[config.mk]
export PLATFORM = sky130hd
export DESIGN_NAME = f16_pair_packer
export DESIGN_NICKNAME = d
export VERILOG_FILES = /design/src/rtl/f16_pair_packer.sv
export SDC_FILE = /design/constraint.sdc
export NUM_CORES = 1
export LEC_CHECK = 0
export ABC_AREA = 0
export CORE_ASPECT_RATIO = 1.2
export CORE_MARGIN = 2
export CORE_UTILIZATION = 30
export CTS_BUF_LIST = sky130_fd_sc_hd__clkbuf_8
export DETAILED_ROUTE_END_ITERATION = 16
export GPL_ROUTABILITY_DRIVEN = 1
export SLEW_MARGIN = 25
export SYNTH_ARGS = -nofsm -noshare
export SYNTH_HDL_FRONTEND = slang
export SYNTH_SLANG_ARGS = --single-unit
[constraint.sdc]
create_clock -name clk -period 10.36 [get_ports clk]
set_input_delay 2.59 -clock clk [delete_from_list [all_inputs] [get_ports clk]]
set_output_delay 2.59 -clock clk [all_outputs]
set_load 0.02 [all_outputs]
[src/rtl/f16_pair_packer.sv]
// Packs a valid/ready stream of F16 samples into 32-bit pairs and queues them in a
// first-word-fall-through FIFO. A flush pads an odd trailing sample. Saturated inputs are counted.
module f16_pair_packer #(
   parameter int DEPTH = 8,
   parameter int AW    = 3,
   parameter int CNT_W = 16
) (
   input  logic             clk,
   input  logic             rst_n,
   input  logic             in_valid,
   output logic             in_ready,
   input  logic [15:0]      in_data,
   input  logic             flush,
   output logic             out_valid,
   input  logic             out_ready,
   output logic [31:0]      out_data,
   output logic             out_half,
   output logic [AW:0]      fifo_level,
   output logic [CNT_W-1:0] sat_count,
   input  logic             clr_count,
   output logic [1:0]       dbg_state
);

   // Handshakes: a transfer happens on a rising edge where valid & ready are both high;
   // ready never depends on valid, and the FIFO never accepts a push while full.
   typedef enum logic [1:0] {
      S_IDLE  = 2'd0,
      S_HALF  = 2'd1,
      S_FLUSH = 2'd2
   } state_t;

   localparam logic [AW:0] LVL_FULL = (AW+1)'(DEPTH);

   state_t           r_state;
   state_t           w_next_state;
   logic [15:0]      r_hold;
   logic [32:0]      r_mem [DEPTH];
   logic [AW-1:0]    r_wr_ptr;
   logic [AW-1:0]    r_rd_ptr;
   logic [AW:0]      r_level;
   logic [CNT_W-1:0] r_sat_count;

   logic             w_full;
   logic             w_empty;
   logic             w_accept;
   logic             w_push;
   logic             w_pop;
   logic             w_hold_load;
   logic [32:0]      w_push_entry;
   logic [32:0]      w_head;
   logic             w_sat_in;

   assign w_full   = (r_level == LVL_FULL);
   assign w_empty  = (r_level == '0);
   assign w_accept = in_valid & in_ready;
   assign w_pop    = ~w_empty & out_ready;
   assign w_sat_in = (in_data[14:10] == 5'h1F);

   always_ff @(posedge clk or negedge rst_n) begin
      if (!rst_n) r_state <= S_IDLE;
      else        r_state <= w_next_state;
   end

   always_comb begin
      w_next_state = r_state;
      case (r_state)
         S_IDLE: begin
            if (in_valid) w_next_state = flush ? S_FLUSH : S_HALF;
         end
         S_HALF: begin
            if (in_valid && !w_full) w_next_state = S_IDLE;
            else if (flush)          w_next_state = w_full ? S_FLUSH : S_IDLE;
         end
         S_FLUSH: begin
            if (!w_full) w_next_state = S_IDLE;
         end
         default: w_next_state = S_IDLE;
      endcase
   end

   // Pair completion wins over a same-cycle flush in HALF: nothing is left to pad.
   always_comb begin
      in_ready     = 1'b0;
      w_push       = 1'b0;
      w_push_entry = '0;
      w_hold_load  = 1'b0;
      case (r_state)
         S_IDLE: begin
            in_ready    = 1'b1;
            w_hold_load = in_valid;
         end
         S_HALF: begin
            in_ready = ~w_full;
            if (in_valid && !w_full) begin
               w_push       = 1'b1;
               w_push_entry = {1'b0, in_data, r_hold};
            end else if (flush && !w_full) begin
               w_push       = 1'b1;
               w_push_entry = {1'b1, 16'h0000, r_hold};
            end
         end
         S_FLUSH: begin
            if (!w_full) begin
               w_push       = 1'b1;
               w_push_entry = {1'b1, 16'h0000, r_hold};
            end
         end
         default: ;
      endcase
   end

   always_ff @(posedge clk or negedge rst_n) begin
      if (!rst_n)           r_hold <= '0;
      else if (w_hold_load) r_hold <= in_data;
   end

   always_ff @(posedge clk) begin
      if (w_push) r_mem[r_wr_ptr] <= w_push_entry;
   end

   always_ff @(posedge clk or negedge rst_n) begin
      if (!rst_n) begin
         r_wr_ptr <= '0;
         r_rd_ptr <= '0;
         r_level  <= '0;
      end else begin
         if (w_push) r_wr_ptr <= r_wr_ptr + AW'(1);
         if (w_pop)  r_rd_ptr <= r_rd_ptr + AW'(1);
         case ({w_push, w_pop})
            2'b10:   r_level <= r_level + (AW+1)'(1);
            2'b01:   r_level <= r_level - (AW+1)'(1);
            default: r_level <= r_level;
         endcase
      end
   end

   always_ff @(posedge clk or negedge rst_n) begin
      if (!rst_n)                                      r_sat_count <= '0;
      else if (clr_count)                              r_sat_count <= '0;
      else if (w_accept && w_sat_in && !(&r_sat_count)) r_sat_count <= r_sat_count + CNT_W'(1);
   end

   assign w_head     = r_mem[r_rd_ptr];
   assign out_valid  = ~w_empty;
   assign out_data   = w_empty ? 32'h0 : w_head[31:0];
   assign out_half   = ~w_empty & w_head[32];
   assign fifo_level = r_level;
   assign sat_count  = r_sat_count;
   assign dbg_state  = r_state;

endmodule

==> results of run 1 <==
routing by layer:
metal  routed length [µm]  vias up
li1                     -     2875
met1                11900     3306
met2                13100      160
met3                 1500       37
met4                  478        0
met5                    0        -
worst paths after layout:
check / slack, ns / start / end / depth (start not counted)
min reg2reg: 0.50 / r_hold[15] / r_hold[15] / 1
max reg2reg: 7.35 / dbg_state[1] / r_mem[7][22] / 8
max: 4.12 / r_rd_ptr[0] / out_data[28] / 5
min in group asynchronous: 2.12 / rst_n / fifo_level[1] / 2
min: 0.50 / r_hold[15] / r_hold[15] / 1
max in group asynchronous: 7.73 / rst_n / r_rd_ptr[0] / 2
area by class of cell:
| cell class | instances | area, µm² | area share [%] |
|---|---|---|---|
| tap | 539 | 674 | 4.52 |
| clock buffer | 59 | 812 | 5.45 |
| sequential | 308 | 9030 | 60.6 |
| clock inverter | 31 | 155 | 1.04 |
| inverter | 8 | 30.0 | 0.201 |
| multi-input combinational | 315 | 3310 | 22.2 |
| timing repair buffer | 93 | 888 | 5.96 |
| antenna | 1 | 2.50 | 0.0168 |
state kept, by name, indices dropped and copies added (netlist names):
register and count:
dbg_state 2, sat_count 16, r_rd_ptr 3, r_hold 16
r_mem 264, fifo_level 4, r_wr_ptr 3
placed cells by master, fill, tap and decap left out, types with 4 or more instances in the layout:
cell and n:
mux4_2 66, clkinv_2 6, clkbuf_8 59, nor3b_2 5, nor2b_1 4, edfxtp_1 264
clkinv_1 4, or3_1 8, nand2_1 13, clkdlybuf4s50_1 77, mux2_2 18, o31ai_1 4
or4_1 4, mux2i_1 34, dfrtp_1 41, buf_4 15, nor2_1 41, xor2_1 7
ha_1 9, a21oi_1 17, inv_1 26, nand4_1 8, o21ai_1 7, and2_1 33
kinds of logic (layout without fill, tap and decap cells):
| group | count (synthesis) | in the layout | share of synthesized area (%) |
|---|---|---|---|
| flip-flops | 308 | 308 | 72.4 |
| AND/OR/NAND/NOR | 135 | 135 | 5.84 |
| multiplexers | 120 | 120 | 16.4 |
| buffers and inverters | 42 | 191 | 1.60 |
| AO/OA/AOI/OAI | 41 | 41 | 2.15 |
| XOR/XNOR | 10 | 10 | 0.702 |
| adder cells (fa/ha/maj) | 9 | 9 | 0.903 |
| other | 0 | 1 | 0 |
stage by stage:
step / util [%] / cell area [µm²] / hold WS [ns] / worst slack (ns)
after floorplan: - / 12500 / 0.471 / 4.12
after global placement: 34.0 / 13900 / 0.480 / 4.58
after detailed placement: 34.0 / 13900 / 0.485 / 4.56
after CTS: 36.4 / 14900 / 0.500 / 3.94
after global routing: 36.4 / 14900 / 0.510 / 3.79
final: 36.4 / 14900 / 0.497 / 4.12
power groups by stage:
stage / registers, W / clock network (W) / logic, W
finish: 0.00172 / 0.00100 / 0.00140
detailed placement: 0.00175 / 0 / 0.00144
global placement: 0.00174 / 0 / 0.00143
CTS: 0.00172 / 0.00103 / 0.00145
global route: 0.00174 / 0.00109 / 0.00152
floorplan: 0.00165 / 0 / 0.000967
worst max-delay path: stages (launching register included):
cell	delay, ns
dfrtp_4	0.81
buf_4	0.74
mux4_2	0.60
mux2i_1	0.24
nor2_1	0.08
clkdlybuf4s50_1	0.55
==> results.md, run 1 <==
- TritonCTS clock tree: yes
- Seq pwr share: a little over two fifths
- Leakage: just over 5 nW
- Busiest grt layer: met2
- Mean Syn Cell Area: approximately 19 µm²
- Unrepaired setup endpoints after global routing: false
- CTS Hold Bufs: 0
- Vias in the first global route: ~6,900
- Post-synthesis cell type count: 48
- Logic pwr share: roughly 34%
- Top post-synthesis cells by count: 264 x edfxtp_1, 66 x mux4_2, 44 x dfrtp_1, 44 x nor2_1, 34 x mux2i_1
- Share of layout cells above drive strength 1: a little under a quarter
- Clk root buf: clkbuf_8
- Later-pin clock latency in the skew report: approximately 0.58 ns
- Clk slew on worst S/H paths: approximately 0.06 ns
- Die Wd: 190 µm
- Worst Hold Class: reg2reg
- H-tree depth: 2
- DRC: 0
- DPL Wire Length: about 16 mm
- Max_cap viols: 0
- Die Area: roughly 43,000 µm²
- Crit end category: output pin
- YS warnings: 0
- Switching pwr: roughly 0.0013 W
- I/O pin count: 79
- Worst slew pin tran: ~0.91 ns
- Met2 Use GR: a little over a fifth
- Most numerous cell in the Yosys netlist: edfxtp_1
- Slew margin rel.: 38.9%
- Final Setup Violations: 0
- Worst Skew: about 0.023 ns
- Largest net degree at the start of global routing: 45
- TNS Setup: 0 ns
- Non-filler cells, final: about 1,400
- FFs w/ async S/R, synth: 14.3%
- GR Overflow Total: 0
- Vias: between 6,000 and 7,000
- Status: finished, final reports clean
- Pwr Density: about 280 nW/µm²
- Clk pwr share: around a quarter
- Share of the yosys chip area belonging to registers: a little over 70%
- Final Total Pwr: about 0.0041 W
- GRT Resource Usage Total: around an eighth
- ANT nets after route: 0
- Initial Util: a little under a third
- Fmax: roughly 160 MHz
- Fin. Hold Viols: 0
- Wire length per cell: ~20 µm
- Mapped cell area: approximately 12,000 µm²
- Initial antenna violation count: 1
- GRT met1 Usage: between 10% and 20%
- Yosys top cell area share: a little under two thirds
- Syn nets: between 600 and 700
- Worst setup SP type: register
- Post-Route WL: 27.0 mm
- Period utilization: 60.2%
- EDFF count, synth: 264
- Cells after Synth: between 600 and 700
- DR pass1 iterations: 4
- Area grow syn2layout: 19.5%
- Vias per cell: 4.71
- Critical Path RT: between 7 and 8 ns
- Max VDD drop: approximately 0.00012 V
- Post-synth top area cell: edfxtp_1
- Std-Cell Core Area: around 41,000 µm²
- WS Path Type: reg2out
- Slew Viols, Final: 0
- CTS Buffer Depth: 3
- # nets final: between 800 and 900
- Most used DFF post-synth: edfxtp_1
- M3 GR Usage: between 3 and 4%
- CP arrival: between 3 and 4 ns
- Post-CTS setup buffers: 0
- First-pass GRT wire length: a little over 40 mm
- # resized after CTS: 0
- Clock Sinks: roughly 300
- Internal: approximately 0.0028 W
- Die height: 227 µm
- Fillers: about 3,900
- Synth Register Bits: 308
- Rows: 81
- CTS buffer count: 48
- Minimum clock period: approximately 6.2 ns
- First DRT Iteration DRCs: ~430
- Switch share: 32.5%
- IO Port Bufs: just under 80
- Gpl congestion: 0.712
- Cells after DPL: ~1,300
- CP Max Fanout: 40
- Synth top area cells: edfxtp_1 64%, mux4_2 12%, dfrtp_1 8.8%
Note: power is estimated with default switching activity, not from simulation.
==> inputs of run 2 (changes only) <==
clock period = 6.4 ns   (was 10.36 ns; I/O delays follow)
==> run 2 against run 1 <==
Effect of this change:
- sequential share of layout area down 0.36 points
- total power rose by 64%
- setup slack got worse by 2.7 ns
- routed wire length up 0.93%
- core utilization grew 0.22 points
- register-to-register slack got worse by 3.9 ns
- non-clock buffer count increased by 6
- largest cell class unchanged
- critical endpoint is now out_data[24]
- critical path depth unchanged
- clock skew is 0.0081 ns lower
- via count rose by 0.88%
==> results.md, run 2 (synthesized netlist as in run 1, its figures left out) <==
- M3 GR Usage: 2.82% (was 3.21%)
- CTS buffer count: 52 (was 48)
- Post-CTS setup buffers: 0 (unchanged)
- Worst Hold Class: reg2reg (unchanged)
- Die height: 227 µm (unchanged)
- Initial antenna violation count: 1 (unchanged)
- Largest register FFs: 264 (unchanged)
- ANT nets after route: 0 (unchanged)
- Post-Route WL: 27.3 mm (was 27.0 mm)
- Wire length per cell: 20.0 µm (about the same)
- Initial Util: 30.5% (unchanged)
- Worst slew pin tran: 0.926 ns (was 0.914 ns)
- Vias: 6,434 (was 6,378)
- CTS Hold Bufs: 0 (unchanged)
- GRT Resource Usage Total: 12.8% (about the same)
- Most common cell after layout, fill and taps aside: edfxtp_1 (unchanged)
- Slew Viols, Final: 0 (unchanged)
- IO Port Bufs: 78 (unchanged)
- Rows: 81 (unchanged)
- Pwr Density: 450 nW/µm² (was 277 nW/µm²)
- Vias per cell: 4.72 (was 4.71)
- TNS Setup: 0 ns (unchanged)
- Unrepaired setup endpoints after global routing: false (unchanged)
- Most frequent cells in the layout: 264 x edfxtp_1, 77 x clkdlybuf4s50_1, 66 x mux4_2 (unchanged)
- Status: finished, final reports clean (unchanged)
- Met2 Use GR: 20.8% (was 21.3%)
- Share of layout cells above drive strength 1: 22.3% (was 22.6%)
- Die Wd: 190 µm (unchanged)
- WHS: 0.497 ns (about the same)
- Worst Skew: 0.0150 ns (was 0.0230 ns)
- # resized after CTS: 0 (unchanged)
- Gpl congestion: 0.739 (was 0.712)
- Clk slew on worst S/H paths: 0.06 ns (about the same)
- CP Max Fanout: 31 (was 40)
- H-tree depth: 2 (unchanged)
- First-pass GRT wire length: 41.5 mm (about the same)
- Critical Path RT: 4.80 ns (was 7.77 ns)
- DPL Wire Length: 16.2 mm (was 15.5 mm)
- # nets final: 815 (was 805)
- Minimum clock period: a little under 5 ns
- Worst setup SP type: register (unchanged)
- Vias in the first global route: 6,788 (was 6,867)
- Die Area: 43,200 µm² (unchanged)
- ANT cells: 0 (was 1)
- CTS Buffer Depth: 3 (unchanged)
- Max VDD drop: 0.000282 V (was 0.000125 V)
- Leakage: 5.19 nW (was 5.12 nW)
- DR pass1 iterations: 4 (unchanged)
- Clock Sinks: 308 (unchanged)
- Busiest grt layer: met2 (unchanged)
- Crit end category: output pin (unchanged)
- Fin. Hold Viols: 0 (unchanged)
- CP arrival: 3.35 ns (was 3.65 ns)
- Max_cap viols: 0 (unchanged)
- Final Setup Violations: 0 (unchanged)
- Std-Cell Core Area: 40,900 µm² (unchanged)
- Final core utilization: 36.6% (was 36.4%)
- First DRT Iteration DRCs: 432 (was 429)
- Slew margin rel.: 38.1% (was 38.9%)
- TritonCTS clock tree: yes (unchanged)
- Clk root buf: clkbuf_8 (unchanged)
- GR Overflow Total: 0 (unchanged)
- Later-pin clock latency in the skew report: 0.56 ns (was 0.58 ns)
- Top reg by flops: r_mem (unchanged)
- Fmax: 202 MHz
- Area grow syn2layout: 20.2% (was 19.5%)
- Period utilization: between 70% and 80%
- DRC: 0 (unchanged)
- WS Path Type: reg2out (unchanged)
- GRT met1 Usage: 17.6% (was 16.6%)
- I/O pin count: 79 (unchanged)
- Largest net degree at the start of global routing: 45 (unchanged)
==> run 2: stage by stage <==
stage / cell area, µm² / std cells / setup slack [ns] / power, W
5_1_grt: 15000 / 1364 / 1.20 / 0.00711
3_3_place_gp: 14000 / 1269 / 1.84 / 0.00517
3_5_place_dp: 14000 / 1269 / 1.89 / 0.00519
6_report: 15000 / 1364 / 1.45 / 0.00675
2_1_floorplan: 12500 / 665 / 1.15 / 0.00424
4_1_cts: 15000 / 1364 / 1.28 / 0.00686
==> run 2: path summary, 6_finish.rpt <==
path                            depth (start not counted)  slack, ns    startpoint           end
worst max-delay path                                    5       1.45   r_rd_ptr[0]  out_data[24]
worst min-delay path                                    1       0.50    r_hold[15]    r_hold[15]
worst max register to register                          8       3.44  dbg_state[1]  r_mem[6][25]
worst min register to register                          1       0.50    r_hold[15]    r_hold[15]
max in group asynchronous                               1       4.86         rst_n   r_rd_ptr[0]
min in group asynchronous                               1       1.06         rst_n  dbg_state[1]
==> run 2: layer usage <==
metal / wire length [µm] / part of all wire (%)
met2: 13100 / 48
met3: 1350 / 4.9
met4: 397 / 1.5
met1: 12500 / 46
met5: 0 / 0
==> run 2: critical path, cell delays in order (launching register included) <==
cell             delay, ns
dfrtp_4               0.83
buf_4                 0.53
mux4_2                0.55
mux2i_1               0.24
nor2_1                0.07
clkdlybuf4s50_1       0.55
==> run 2: power by group <==
group / internal, W / switching, W / leakage [nW]
sequential: 0.00254 / 0.000270 / 3.02
clock: 0.000907 / 0.000756 / 0.598
combinational: 0.00111 / 0.00117 / 1.57
total: 0.00456 / 0.00219 / 5.19
==> run 2: final cells by class <==
cell class / instances / area [µm²]
repair buffers: 99 / 948
clock inverters: 37 / 201
flip-flops and latches: 308 / 9030
well taps: 539 / 674
clock buffers: 58 / 798
fillers: 3851 / 25900
multi-input cells: 315 / 3310
inverters: 8 / 30.0
